### src/rtl/prince_sbox_seq_pkg.sv
// rtl/prince_sbox_seq_pkg.sv - shared constants, randomness word layout and FSM states for the PRINCE S-box sequencer
package prince_sbox_seq_pkg;

    localparam int RAND_W = 22;

    // Per-sample randomness word: r1 | r2 | r3 (6 bits each), then kl | mn (2 bits each)
    localparam int R_FIELD_W  = 6;
    localparam int KM_FIELD_W = 2;
    localparam int R1_OFF     = 0;
    localparam int R2_OFF     = R1_OFF + R_FIELD_W;
    localparam int R3_OFF     = R2_OFF + R_FIELD_W;
    localparam int KL_OFF     = R3_OFF + R_FIELD_W;
    localparam int MN_OFF     = KL_OFF + KM_FIELD_W;

    typedef enum logic [1:0] {
        R_EMPTY = 2'd0,
        R_WAIT  = 2'd1,
        R_FULL  = 2'd2
    } rnd_state_t;

endpackage

### src/rtl/prince_rand_buf.sv
// rtl/prince_rand_buf.sv - PRNG fetch FSM, one-word buffer and the rnd_o register bound to stage 1
// PRINCE_RAND_REFRESH_EN: refetch a fresh word after every accepted sample.
module prince_rand_buf
    import prince_sbox_seq_pkg::*;
#(
    parameter int RAND_W = prince_sbox_seq_pkg::RAND_W
) (
    input  logic              clk,
    input  logic              rst_n,
    input  logic              take,
    input  logic              rnd_ack,
    input  logic [RAND_W-1:0] rnd_data,
    output logic              rnd_req,
    output logic              rnd_full,
    output logic [RAND_W-1:0] rnd_o
);

    rnd_state_t        state_q;
    logic [RAND_W-1:0] word_q;
    logic [RAND_W-1:0] rnd_o_q;

    always_ff @(posedge clk or negedge rst_n) begin
        if (!rst_n) begin
            state_q <= R_EMPTY;
            word_q  <= '0;
            rnd_o_q <= '0;
        end else begin
            case (state_q)
                R_EMPTY: state_q <= R_WAIT;
                R_WAIT: begin
                    if (rnd_ack) begin
                        word_q  <= rnd_data;
                        state_q <= R_FULL;
                    end
                end
                R_FULL: begin
                    if (take) begin
                        rnd_o_q <= word_q;
`ifdef PRINCE_RAND_REFRESH_EN
                        // The request is already up in the consuming cycle, so an ack here refills at once
                        if (rnd_ack) begin
                            word_q <= rnd_data;
                        end else begin
                            state_q <= R_WAIT;
                        end
`endif
                    end
                end
                default: state_q <= R_EMPTY;
            endcase
        end
    end

`ifdef PRINCE_RAND_REFRESH_EN
    assign rnd_req = (state_q == R_WAIT) | ((state_q == R_FULL) & take);
`else
    assign rnd_req = (state_q == R_WAIT);
`endif
    assign rnd_full = (state_q == R_FULL);
    assign rnd_o    = rnd_o_q;

endmodule

### src/rtl/prince_sbox_seq.sv
// rtl/prince_sbox_seq.sv - elastic stage-valid chain and handshake sequencer for the 3-share masked PRINCE S-box
// Per-sample randomness refresh is enabled by defining PRINCE_RAND_REFRESH_EN.
module prince_sbox_seq
    import prince_sbox_seq_pkg::*;
#(
    parameter int STAGES = 4,
    parameter int RAND_W = prince_sbox_seq_pkg::RAND_W,
    parameter int CNT_W  = 16
) (
    input  logic              clk,
    input  logic              rst_n,
    input  logic              in_valid,
    output logic              in_ready,
    output logic              out_valid,
    input  logic              out_ready,
    output logic              rnd_req,
    input  logic              rnd_ack,
    input  logic [RAND_W-1:0] rnd_data,
    output logic [RAND_W-1:0] rnd_o,
    output logic [STAGES-1:0] stage_en,
    input  logic              flush,
    output logic              busy,
    output logic [CNT_W-1:0]  sample_cnt
);

    logic [STAGES-1:0] v_q;
    logic [STAGES-1:0] v_d;
    logic [STAGES-1:0] adv;
    logic [CNT_W-1:0]  cnt_q;
    logic [CNT_W-1:0]  cnt_d;
    logic              rnd_full;
    logic              take;
    logic              all_full;

    prince_rand_buf #(
        .RAND_W (RAND_W)
    ) u_rand_buf (
        .clk      (clk),
        .rst_n    (rst_n),
        .take     (take),
        .rnd_ack  (rnd_ack),
        .rnd_data (rnd_data),
        .rnd_req  (rnd_req),
        .rnd_full (rnd_full),
        .rnd_o    (rnd_o)
    );

    // A stage advances when the consumer takes the tail or any stage ahead of it has a hole
    always_comb begin
        adv      = '0;
        all_full = 1'b1;
        for (int k = STAGES - 1; k >= 0; k--) begin
            adv[k]   = v_q[k] & (out_ready | ~all_full);
            all_full = all_full & v_q[k];
        end
    end

    assign in_ready = rnd_full & (~v_q[0] | adv[0]) & ~flush;
    assign take     = in_valid & in_ready;

    always_comb begin
        stage_en    = '0;
        stage_en[0] = take;
        for (int k = 1; k < STAGES; k++) begin
            stage_en[k] = adv[k-1] & ~flush;
        end
    end

    always_comb begin
        v_d   = '0;
        cnt_d = cnt_q;
        if (!flush) begin
            for (int k = 0; k < STAGES; k++) begin
                v_d[k] = stage_en[k] | (v_q[k] & ~adv[k]);
            end
            if (adv[STAGES-1]) begin
                cnt_d = cnt_q + CNT_W'(1);
            end
        end
    end

    always_ff @(posedge clk or negedge rst_n) begin
        if (!rst_n) begin
            v_q   <= '0;
            cnt_q <= '0;
        end else begin
            v_q   <= v_d;
            cnt_q <= cnt_d;
        end
    end

    assign out_valid  = v_q[STAGES-1];
    assign busy       = (|v_q) | ~rnd_full;
    assign sample_cnt = cnt_q;

endmodule

### config.mk
export PLATFORM = sky130hd
export DESIGN_NAME = prince_sbox_seq
export DESIGN_NICKNAME = d
export VERILOG_FILES = /design/src/rtl/prince_sbox_seq_pkg.sv /design/src/rtl/prince_rand_buf.sv /design/src/rtl/prince_sbox_seq.sv
export SDC_FILE = /design/constraint.sdc
export NUM_CORES = 1
export LEC_CHECK = 0
export ABC_AREA = 1
export CAP_MARGIN = 20
export CORE_ASPECT_RATIO = 0.8
export CORE_MARGIN = 8
export CORE_UTILIZATION = 30
export DETAILED_ROUTE_END_ITERATION = 7
export SYNTH_ARGS = -nofsm -noshare
export SYNTH_HDL_FRONTEND = slang
export SYNTH_HIERARCHICAL = 1
export SYNTH_SLANG_ARGS = --single-unit
### constraint.sdc
create_clock -name clk -period 2 [get_ports clk]
set_input_delay 0.3 -clock clk [delete_from_list [all_inputs] [get_ports clk]]
set_output_delay 0.3 -clock clk [all_outputs]
set_load 0.02 [all_outputs]
==> flow_summary.yaml <==
cells_and_area:
  area_delta_synth_final_pct: 38.3
  drive_gt1_frac: 0.142
  register_area_sq_mm: 0.00165
  layout_commonest_cell: "nand2_1"
  num-nets-final: 439
  insertedDiodeCount: 0
  final_cell_mix: "nand2_1, dfrtp_1, clkdlybuf4s50_1"
  multi_input_area_sq_mm: 0.00121
  fillers: 1002
clocking:
  cts-root-buf: "clkbuf_16"
  clock_sinks: 66
  cts_buffers: 9
  post-cts-setup-buffer-count: 0
  cts.path.max_buffers: 2
  clkTransAtPathRegs_ps: 60
  htree_levels: 3
  clk_latency_ps: 330
  cts_tree: "done"
timing:
  setup_tns_ps: 0
  finalClockSkew_ps: 3.74
  slew_viol_final: 0
  finalCritPeriodShare: 0.919
  hold_viol: 0
  fmax_mhz: 544
  max_slew_margin: 0.684
  min_period_ps: 1840
  tightest_slew_ps: 473
  rsz0062_at_grt: "no"
  final-setup-viol-count: 0
  setup_slack_ps: 162
place:
  portBuffers: 73
  gp_congestion: 0.791
  place_ws_ps: -281
  hpwl_um: 5520
critical_path:
  crit_chain: "clkdlybuf4s50_1, buf_4, nor3_1, dlygate4sd2_1"
  crit_path_start_kind: "primary input"
  slowest_stage: "clkdlybuf4s50_1"
  r2r_slack_ps: 300
  crit_buf_inv: 3
  path_delay_family: "buffers and inverters"
  worstPathRequired_ps: 1700
  end_kind: "output pin"
  arrival_ps: 1540
  worstPathMaxFanout: 4
  crit_path_max_incr_delay_ps: 490
  worstSetupPathType: "primary input to output pin"
yosys:
  ys.warnings.count: 6
  synth_seq_cells: 66
  synth_cells: 330
  ys_types: 26
  yosysSeqAreaShare: 0.538
  syn_avg_cell_area_sq_um: 9.30
  syn-num-nets: 359
  syn_area_sq_mm: 0.00307
grt:
  grt_pass1_wl_um: 12800
  grt_use_total: 0.118
  antenna_found_initial: 0
  grt_max_degree: 41
  grt_overflow: 0
  grt_pass1_vias: 2556
die:
  design.core.area_sq_mm: 0.0101
  dieArea_sq_mm: 0.0137
  initial_core_util: 0.303
  ios: 74
  die_x_um: 129
  die_h_um: 106
  rows: 33
drt:
  first_iter_violations: 154
  post-route-drc-count: 0
  ant_nets: 0
  drt_wl_total_um: 7720
  via_per_inst: 4.47
  wl_per_cell_um: 13.9
  via_count: 2479
  drtPass1Iterations: 4
power_and_ir_drop:
  pwr_density_cell_mw_per_mm2: 1240
  total_power_uw: 5260
  leakage_uw: 0.00208
  vdd_drop_max_mv: 0.446
run_status:
  status: "finished, final reports clean"
job:
  maxCapViolCount: 0
hold_path:
  hold_path_class: "primary input to asynchronous set/reset pin"
## worst register-to-register path, stage by stage, from the launching register on
cell and delay [ps]:
dfrtp_1 400, inv_4 60, nand2_1 60, inv_1 80, nand2_1 120, nor3_4 240, buf_6 270, nand3_4 200
nand2_1 120, nand2_1 50
## synthesized netlist by cell type, drive strengths merged
cell,count,area (sq um)
nand2,122,478
xnor2,4,50.1
nor2,19,134
xor2,7,61.3
dfrtp,66,1650
nand3,8,77.6
and3,1,6.26
nor3,6,30.0
buf,20,148
nand3b,2,15.0
inv,23,91.3
ha,1,12.5
a21oi,3,15.0
nand4,47,294
o21ai,1,5.00
## per-stage QoR
step / utilization / hold slack (ps) / instances / cell area, sq um
after floorplan: - / 4.41 / 330 / 3070
after detailed placement: 0.390 / 286 / 537 / 3950
after CTS: 0.418 / 461 / 554 / 4230
final: 0.420 / 463 / 555 / 4250
after global placement: 0.390 / 279 / 537 / 3950
after global routing: 0.420 / 494 / 555 / 4250
## state kept, by name (all words and copies together), names as in the netlist
signal,flops
u_rand_buf/rnd_o,22
sample_cnt,16
v_q,4
u_rand_buf/state_q,2
u_rand_buf/word_q,22
## metal layers
layer / GRT usage / vias to the layer above / share of wire
li1: - / 1251 / -
met1: 0.146 / 1151 / 0.44
met2: 0.188 / 67 / 0.47
met3: 0.0385 / 10 / 0.067
met4: 0.0452 / 0 / 0.016
met5: 0 / - / 0
## kinds of logic (layout without fill, tap and decap cells)
kind of cell    count (synthesis)  in the layout  share of synthesized area
compound gates                  4              4                    0.00652
buf+inv                        43            127                     0.0779
simple gates                  205            206                      0.337
fa+ha+maj                       1              1                    0.00408
flops                          66             66                      0.538
xor+xnor                       11             11                     0.0363
## path summary, 6_finish.rpt
kind,cells past startpoint,end,start
min reg2reg,2,u_rand_buf/word_q[12]$_DFFE_PN0P_,u_rand_buf/word_q[12]$_DFFE_PN0P_
max reg2reg,9,u_rand_buf/rnd_o[3]$_DFFE_PN0P_,u_rand_buf/state_q[0]$_DFFE_PN0P_
min in group clk,2,u_rand_buf/word_q[12]$_DFFE_PN0P_,u_rand_buf/word_q[12]$_DFFE_PN0P_
max,4,stage_en[2],flush
min,2,v_q[3]$_DFF_PN0_,rst_n
max in group asynchronous,4,u_rand_buf/word_q[8]$_DFFE_PN0P_,rst_n
## report_power, final
part / internal, uW / switching, uW / total [uW]
Sequential: 1770 / 253 / 2030
Clock: 845 / 608 / 1450
Combinational: 693 / 1090 / 1780
## cell type report
type / count / share of cell area
timing repair buffer: 88 / 0.198
clock inverter: 7 / 0.0127
clock buffer: 9 / 0.0531
sequential: 66 / 0.389
tap: 140 / 0.0413
multi-input combinational: 222 / 0.284
inverter: 23 / 0.0215
## timing repair
action,in CTS,in global routing
hold buffers,1,0
pin swaps,0,1
resized for setup,8,6
endpoints found under the hold margin,18,0
endpoints found under the setup margin,7,24
cloned,0,1
(Power assumes the default switching activity.)
